**src/rtl/mipi_tx_line_scheduler.sv**
```systemverilog
// Per-line read scheduler for the MIPI TX pixel FIFO: waits for enough data, issues
// exactly H_WORDS reads per line, counts lines per frame, flushes at frame start.
module mipi_tx_line_scheduler #(
    parameter logic [11:0]  V_ACTIVE    = 12'd2160,
    parameter logic [11:0]  H_WORDS     = 12'd810,
    parameter int           LEVEL_W     = 12,
    parameter logic [LEVEL_W-1:0] START_LEVEL = LEVEL_W'(64),
    parameter logic [3:0]   FLUSH_LEN   = 4'd4
) (
    input  logic               CLK_tx,
    input  logic               RST,
    input  logic               Vsync,
    input  logic               Hsync,
    input  logic               frame_start,
    input  logic               tx_fifo_req,
    input  logic [LEVEL_W-1:0] fifo_level,
    input  logic               fifo_empty,
    output logic               fifo_readen,
    output logic               fifo_rst,
    output logic [11:0]        line_cnt,
    output logic [11:0]        word_cnt,
    output logic               frame_done,
    output logic               underrun_err,
    output logic [2:0]         state_dbg
);

    localparam logic [2:0] S_IDLE     = 3'd0;
    localparam logic [2:0] S_ARMED    = 3'd1;
    localparam logic [2:0] S_WAIT_LVL = 3'd2;
    localparam logic [2:0] S_READ     = 3'd3;
    localparam logic [2:0] S_HOLD     = 3'd4;
    localparam logic [2:0] S_DONE     = 3'd5;

    logic [2:0]  state_reg, state_next;
    logic [3:0]  flush_cnt_reg, flush_cnt_next;
    logic [11:0] line_cnt_reg, line_cnt_next;
    logic [11:0] word_cnt_reg, word_cnt_next;
    logic        frame_done_reg, frame_done_next;
    logic        underrun_err_reg, underrun_err_next;
    logic [11:0] line_inc;
    logic        last_line;

    // Vsync and reset suppress the strobe immediately so an aborted line never pops a word.
    assign fifo_readen  = (state_reg == S_READ) && tx_fifo_req && !fifo_empty && !Vsync && !RST;
    assign fifo_rst     = (flush_cnt_reg != 4'd0);
    assign line_cnt     = line_cnt_reg;
    assign word_cnt     = word_cnt_reg;
    assign frame_done   = frame_done_reg;
    assign underrun_err = underrun_err_reg;
    assign state_dbg    = state_reg;

    assign line_inc  = line_cnt_reg + 12'd1;
    assign last_line = (line_inc == V_ACTIVE);

    always_comb begin
        state_next        = state_reg;
        flush_cnt_next    = fifo_rst ? flush_cnt_reg - 4'd1 : 4'd0;
        line_cnt_next     = line_cnt_reg;
        word_cnt_next     = word_cnt_reg;
        frame_done_next   = 1'b0;
        underrun_err_next = underrun_err_reg;
        if (Vsync) begin
            line_cnt_next  = 12'd0;
            word_cnt_next  = 12'd0;
            flush_cnt_next = FLUSH_LEN;
            state_next     = S_ARMED;
        end else begin
            case (state_reg)
                S_ARMED: begin
                    if (Hsync && frame_start && !fifo_rst) begin
                        word_cnt_next = 12'd0;
                        state_next    = S_WAIT_LVL;
                    end
                end
                S_WAIT_LVL: begin
                    if (Hsync) begin
                        // Next line began before this one could start: count it as missed.
                        underrun_err_next = 1'b1;
                        line_cnt_next     = line_inc;
                        state_next        = last_line ? S_DONE : S_WAIT_LVL;
                        frame_done_next   = last_line;
                    end else if (fifo_level >= START_LEVEL && tx_fifo_req) begin
                        state_next = S_READ;
                    end
                end
                S_READ: begin
                    if (Hsync) begin
                        underrun_err_next = 1'b1;
                        line_cnt_next     = line_inc;
                        word_cnt_next     = 12'd0;
                        state_next        = last_line ? S_DONE : S_WAIT_LVL;
                        frame_done_next   = last_line;
                    end else if (fifo_readen) begin
                        word_cnt_next = word_cnt_reg + 12'd1;
                        if (word_cnt_reg == H_WORDS - 12'd1) begin
                            line_cnt_next   = line_inc;
                            state_next      = last_line ? S_DONE : S_HOLD;
                            frame_done_next = last_line;
                        end
                    end else if (tx_fifo_req && fifo_empty) begin
                        underrun_err_next = 1'b1;
                    end
                end
                S_HOLD: begin
                    if (!frame_start) begin
                        state_next = S_ARMED;
                    end else if (Hsync) begin
                        word_cnt_next = 12'd0;
                        state_next    = S_WAIT_LVL;
                    end
                end
                default: begin
                end
            endcase
        end
    end

    always_ff @(posedge CLK_tx) begin
        if (RST) begin
            state_reg        <= S_IDLE;
            flush_cnt_reg    <= 4'd0;
            line_cnt_reg     <= 12'd0;
            word_cnt_reg     <= 12'd0;
            frame_done_reg   <= 1'b0;
            underrun_err_reg <= 1'b0;
        end else begin
            state_reg        <= state_next;
            flush_cnt_reg    <= flush_cnt_next;
            line_cnt_reg     <= line_cnt_next;
            word_cnt_reg     <= word_cnt_next;
            frame_done_reg   <= frame_done_next;
            underrun_err_reg <= underrun_err_next;
        end
    end

endmodule
```
**config.mk**
```make
export PLATFORM = sky130hd
export DESIGN_NAME = mipi_tx_line_scheduler
export DESIGN_NICKNAME = d
export VERILOG_FILES = /design/src/rtl/mipi_tx_line_scheduler.sv
export SDC_FILE = /design/constraint.sdc
export NUM_CORES = 1
export LEC_CHECK = 0
export BUFFER_PORTS_ARGS = -buffer_cell sky130_fd_sc_hd__buf_4
export CORE_MARGIN = 2
export CORE_UTILIZATION = 56
export CTS_CLUSTER_DIAMETER = 30
export DETAILED_ROUTE_END_ITERATION = 6
export PLACE_DENSITY = 0.85
export SLEW_MARGIN = 20
export SYNTH_ARGS = -nofsm -noshare
export SYNTH_HDL_FRONTEND = slang
export SYNTH_SLANG_ARGS = --single-unit
```
**constraint.sdc**
```tcl
create_clock -name CLK_tx -period 3.9 [get_ports CLK_tx]
set_input_delay 0.195 -clock CLK_tx [delete_from_list [all_inputs] [get_ports CLK_tx]]
set_output_delay 0.195 -clock CLK_tx [all_outputs]
set_load 0.005 [all_outputs]
```
# Word-level counts from Yosys, hierarchy flattened
# Index checks and enable logic that the tools add are counted.
# classes
n_shift	0
muxes	35
n_eq_ne	21
multipliers	0
reduce_logical	24
n_lt_le_gt_ge	1
n_div	0
n_addsub	3
bitwise	2
# ops
op	n
2-to-1 mux 12 bit	9
one-hot mux 12 bit (3 select lines)	1
2-to-1 mux 3 bit	11
adder 12 x 1 -> 12 bit, second input constant	2
one-hot mux 12 bit (2 select lines)	1
inequality test 3 bit, second input constant	5
== test 12 x 10 -> 1 bit, second input constant	1
== test 12 bit, second input constant	1
greater-or-equal comparator 12 x 7 -> 1 bit, second input constant	1
inequality test 4 bit, second input constant	3
one-hot mux 3 bit (4 select lines)	1
AND reduction 6 bit	2
2-to-1 mux 1 bit	10
AND reduction 5 bit	2
logical AND 1 bit	8
inequality test 2 bit, second input constant	4
nonzero test 4 bit	2
== test 3 x 2 -> 1 bit, second input constant	2
inequality test 3 x 2 -> 1 bit, second input constant	2
nonzero test 5 bit	1
logical NOT 1 bit	4
inequality test 4 x 3 -> 1 bit, second input constant	1
one-hot mux 1 bit (2 select lines)	2
AND reduction 4 bit	1
other kinds (8)	9
# totals
output_inout_bits	31
ram_bits	0
elab_cells	94
input_bits	19
romBits	0
mem_count	0
ff_bits	33
latch_bits	0

# Logic depth before layout (Yosys ltp)
# depth
word_depth	9
mapped_depth	9
depth_no_buf	8

# Worst setup path before layout
# OpenSTA, ideal clock, no wires.
# synth_path
path_type	register to register
startpoint	register flush_cnt_reg[0]
endpoint	register word_cnt_reg[4], in the netlist word_cnt[4]
n_path_buf	1
period_less_slack_ns	1.893
required_time_ns	3.758
slack_ns	2.007
setup_ns	0.142
arrival_ns	1.751
path_stages_with_launch	10
path_cell_list	dfxtp_1 inv_1 ha_1 nor3b_1 a31oi_1 o32ai_1 buf_2 nand4_1 xor2_1 nor2_1
# synth_between
elab_chain_cells	5
# synth_rtl
element	line	text
from (decl)	35	logic [3:0] flush_cnt_reg, flush_cnt_next;
from (signal assigned)	128	flush_cnt_reg <= flush_cnt_next;
nonzero test 4 bit	45	assign fifo_rst = (flush_cnt_reg != 4'd0);
logical NOT 1 bit	70	if (Hsync && frame_start && !fifo_rst) begin
logical AND 1 bit	70	
inequality test 2 bit (no line)	--	
AND reduction 5 bit (no line)	--	
to (signal assigned)	130	word_cnt_reg <= word_cnt_next;
to (decl)	37	logic [11:0] word_cnt_reg, word_cnt_next;
# Every way passes these cells.
# A chain may end at the register's enable or synchronous reset.

# Worst setup path in the final report
# layout_path
startpoint	register word_cnt_reg[0], in the netlist word_cnt[0]
endpoint	register line_cnt_reg[10], in the netlist line_cnt[10]
# layout_between
elab_chain_cells	3
# layout_rtl
element	line	text
== test 12 x 10 -> 1 bit	95	if (word_cnt_reg == H_WORDS - 12'd1) begin
inequality test 3 x 2 -> 1 bit (no line)	--	
AND reduction 4 bit (no line)	--	
to (signal assigned)	129	line_cnt_reg <= line_cnt_next;
to (decl)	36	logic [11:0] line_cnt_reg, line_cnt_next;
# Every way passes these cells.

==> flow_metrics.env <==
export IMPL_cts_resized=0
export IMPL_synth_cell_types=47
export IMPL_final_cells=305
export IMPL_maxSlewHeadroom_pct=44.8
export IMPL_max_stage_delay_ps=500
export IMPL_cts_max_level=2
export IMPL_initial_core_util_pct=59.0
export IMPL_synth_main_ff_cell="dfxtp_1"
export IMPL_cts_sinks=33
export IMPL_synth_seq_area_share_pct=36.7
export IMPL_finalHoldViolCount=0
export IMPL_placed_cells=297
export IMPL_vias_per_cell=5.67
export IMPL_area_growth_pct=22.6
export IMPL_slew_violations=0
export IMPL_core_area_um2=3050
export IMPL_io_pin_count=50
export IMPL_post_route_util_pct=72.3
export IMPL_num_vias=1729
export IMPL_crit_slowest_cell="o22ai_2"
export IMPL_worst_slack_ps=1470
export IMPL_crit_chain="ha_1 > and4b_1 > nand4_1 > o22ai_2 > nand4_2 > or4_1 > a21oi_1"
export IMPL_yosys_warnings=0
export IMPL_crit_family="simple AND/OR/NAND/NOR gates"
export IMPL_min_delay_worst_endpoint="flush_cnt_reg[2]"
export IMPL_period_needed_ps=2430
export IMPL_p_per_area_nw_per_um2=265
export IMPL_dieWidth_um=60.7
export IMPL_die_h_um=60.7
export IMPL_worst_pin_slew_ps=829
export IMPL_r2r_end="line_cnt[10]"
export IMPL_syn_instance_count=217
export IMPL_firstDrtPassIters=4
export IMPL_path_clk_slew_ps=110
export IMPL_dieArea_um2=3690
export IMPL_fillers=267
export IMPL_fmax_ghz=0.411
export IMPL_status="finished clean"
export IMPL_drcViolationCount=0
export IMPL_p_leak_nw=0.921
export IMPL_nNetsFinal=284
export IMPL_grt_max_degree=16
export IMPL_grt_pass1_wl_um=6610
export IMPL_rows=20
export IMPL_critical_path_startpoint_type="flip-flop"
export IMPL_fin_worst_skew_ps=8.85
export IMPL_routed_wl_um=4150
export IMPL_synth_area_um2=1800
export IMPL_worstReg2RegStart="word_cnt[0]"
export IMPL_drtIter0Drc=98
export IMPL_r2r_slack_ps=1470
export IMPL_port_buffers=43
export IMPL_diodes=0
export IMPL_fin_setup_tns_ps=0
export IMPL_gp_congestion=0.897
export IMPL_synth_async_reset_ratio_pct=0
export IMPL_dpl_cell_area_um2=2150
export IMPL_reg2reg_depth=7
export IMPL_cts_max_path_buffers=2
export IMPL_antenna_left=0
export IMPL_hold_start="RST"
export IMPL_cts_tree="yes"
export IMPL_avgSynthCellArea_um2=8.30
export IMPL_synthesis_nets=241
export IMPL_critPathCaptureType="flip-flop"
export IMPL_critPathBufInv=0
export IMPL_final_setup_viol_count=0
export IMPL_postCtsSetupBuffers=0
export IMPL_grt_pass1_vias=1501
export IMPL_drive_gt1_share_pct=22.2
export IMPL_holdPathStages=2
export IMPL_postCtsHoldBufs=0
export IMPL_wl_per_cell_um=13.6
export IMPL_cp_data_arrival_time_ps=2700
export IMPL_antenna_found_initial=0
export IMPL_stdcell_area_um2=2210
export IMPL_drv_cap=0
export IMPL_ys_seq_elements=33
export IMPL_cp_max_fo=11
export IMPL_cts_buffers=5
export IMPL_root_buffer="clkbuf_4"
export IMPL_insertion_delay_ps=340
export IMPL_vdd_drop_max_mv=0.200
export IMPL_synth_edf_count=0
export IMPL_track_usage_pct=23.8
export IMPL_dp_hpwl_um=3000
export IMPL_rsz0062_at_grt="no"
export IMPL_required_ps=4160
export IMPL_grt_overflow=0
export IMPL_hp_class="primary input to flip-flop"
export IMPL_path_class="flip-flop to flip-flop"
export IMPL_pre_cts_slack_ps=1520
export IMPL_fin_crit_sh_pct=62.4
==> placed cells by master (no fill, tap or decap), types with 2 or more instances in the layout <==
| cell type | Yosys | routed |
|---|---|---|
| nor2b_1 | 2 | 2 |
| xnor2_1 | 2 | 2 |
| clkbuf_4 | 0 | 5 |
| ha_1 | 5 | 5 |
| a31oi_1 | 3 | 3 |
| inv_1 | 11 | 11 |
| o21ai_0 | 6 | 6 |
| xor2_1 | 18 | 18 |
| nor3_1 | 4 | 4 |
| nand2b_1 | 3 | 3 |
| buf_4 | 0 | 44 |
| o31ai_1 | 3 | 3 |
| or4_1 | 2 | 2 |
| nor4b_1 | 3 | 3 |
| and4_1 | 2 | 2 |
| nand4_1 | 11 | 11 |
| a21boi_0 | 2 | 2 |
| nor2_1 | 34 | 34 |
| o32ai_1 | 2 | 2 |
| a21oi_1 | 7 | 7 |
| dfxtp_1 | 33 | 33 |
| clkinv_2 | 0 | 2 |
| and3_1 | 8 | 8 |
| nand2_1 | 16 | 16 |
| o221ai_1 | 2 | 2 |
| o22ai_1 | 2 | 2 |
| nand3_1 | 7 | 7 |
==> layer usage <==
metal	track usage (%)	vias to the layer above	part of all wire (%)
met4	8.07	0	1.2
li1	-	861	-
met5	0	-	0
met1	28.7	802	44
met2	41.3	61	48
met3	5.97	5	6.7
==> how the worst max path moves through the flow <==
stage | start | endpoint | slack [ps] | depth (start not counted)
global placement | word_cnt[2] | line_cnt[10] | 1580 | 6
CTS | word_cnt[0] | line_cnt[10] | 1490 | 7
floorplan | flush_cnt_reg[0] | word_cnt[4] | 2010 | 9
finish | word_cnt[0] | line_cnt[10] | 1470 | 7
global route | word_cnt[2] | line_cnt[10] | 1220 | 6
detailed placement | word_cnt[0] | line_cnt[10] | 1520 | 7
==> through the flow <==
step	power (mW)	hold WS, ps
5_1_grt	0.611	48.3
3_5_place_dp	0.405	411
4_1_cts	0.589	48.9
6_report	0.586	53.9
3_3_place_gp	0.404	410
2_1_floorplan	0.382	264
==> Yosys cell counts, drive strengths merged, types with 2 or more instances <==
cell,n,area (um^2)
a21oi,7,35.0
a31oi,3,18.8
o31ai,3,22.5
o21ai,6,30.0
and3,8,50.1
nand4,12,81.3
or4,2,15.0
o32ai,2,17.5
nand3,7,35.0
inv,11,41.3
xor2,18,158
clkbuf,5,18.8
nor3,4,20.0
xnor2,2,17.5
o22ai,3,25.0
buf,3,15.0
dfxtp,33,661
ha,5,62.6
nand2b,3,18.8
nor2b,2,12.5
nand2,16,60.1
a21boi,2,15.0
nand4b,2,23.8
nor4b,4,50.1
nor2,34,128
o221ai,2,17.5
and4,2,17.5
==> where the power goes <==
group | switching, mW | leakage, nW | internal, mW
Combinational | 0.0279 | 0.624 | 0.0244
Sequential | 0.00496 | 0.267 | 0.341
Clock | 0.120 | 0.0310 | 0.0679
Total | 0.153 | 0.921 | 0.433
==> cell families (layout without fill, tap and decap cells) <==
family	count (synthesis)	after routing	synth area share, %
compound gates	37	37	14.4
xor+xnor	20	20	9.72
fa+ha+maj	5	5	3.47
buf+inv	19	63	4.17
flops	33	33	36.7
mux	1	1	0.556
simple gates	102	102	31.0
==> cell type report <==
| cell class | instances | area, um^2 | area share [%] |
|---|---|---|---|
| multi-input cells | 165 | 1070 | 48.3 |
| flip-flops and latches | 33 | 661 | 29.9 |
| repair buffers | 44 | 330 | 15.0 |
| well taps | 44 | 55.1 | 2.49 |
| inverters | 11 | 41.3 | 1.87 |
| clock buffers | 5 | 37.5 | 1.70 |
| clock inverters | 3 | 17.5 | 0.793 |
Power figures use the tool's default switching activity.
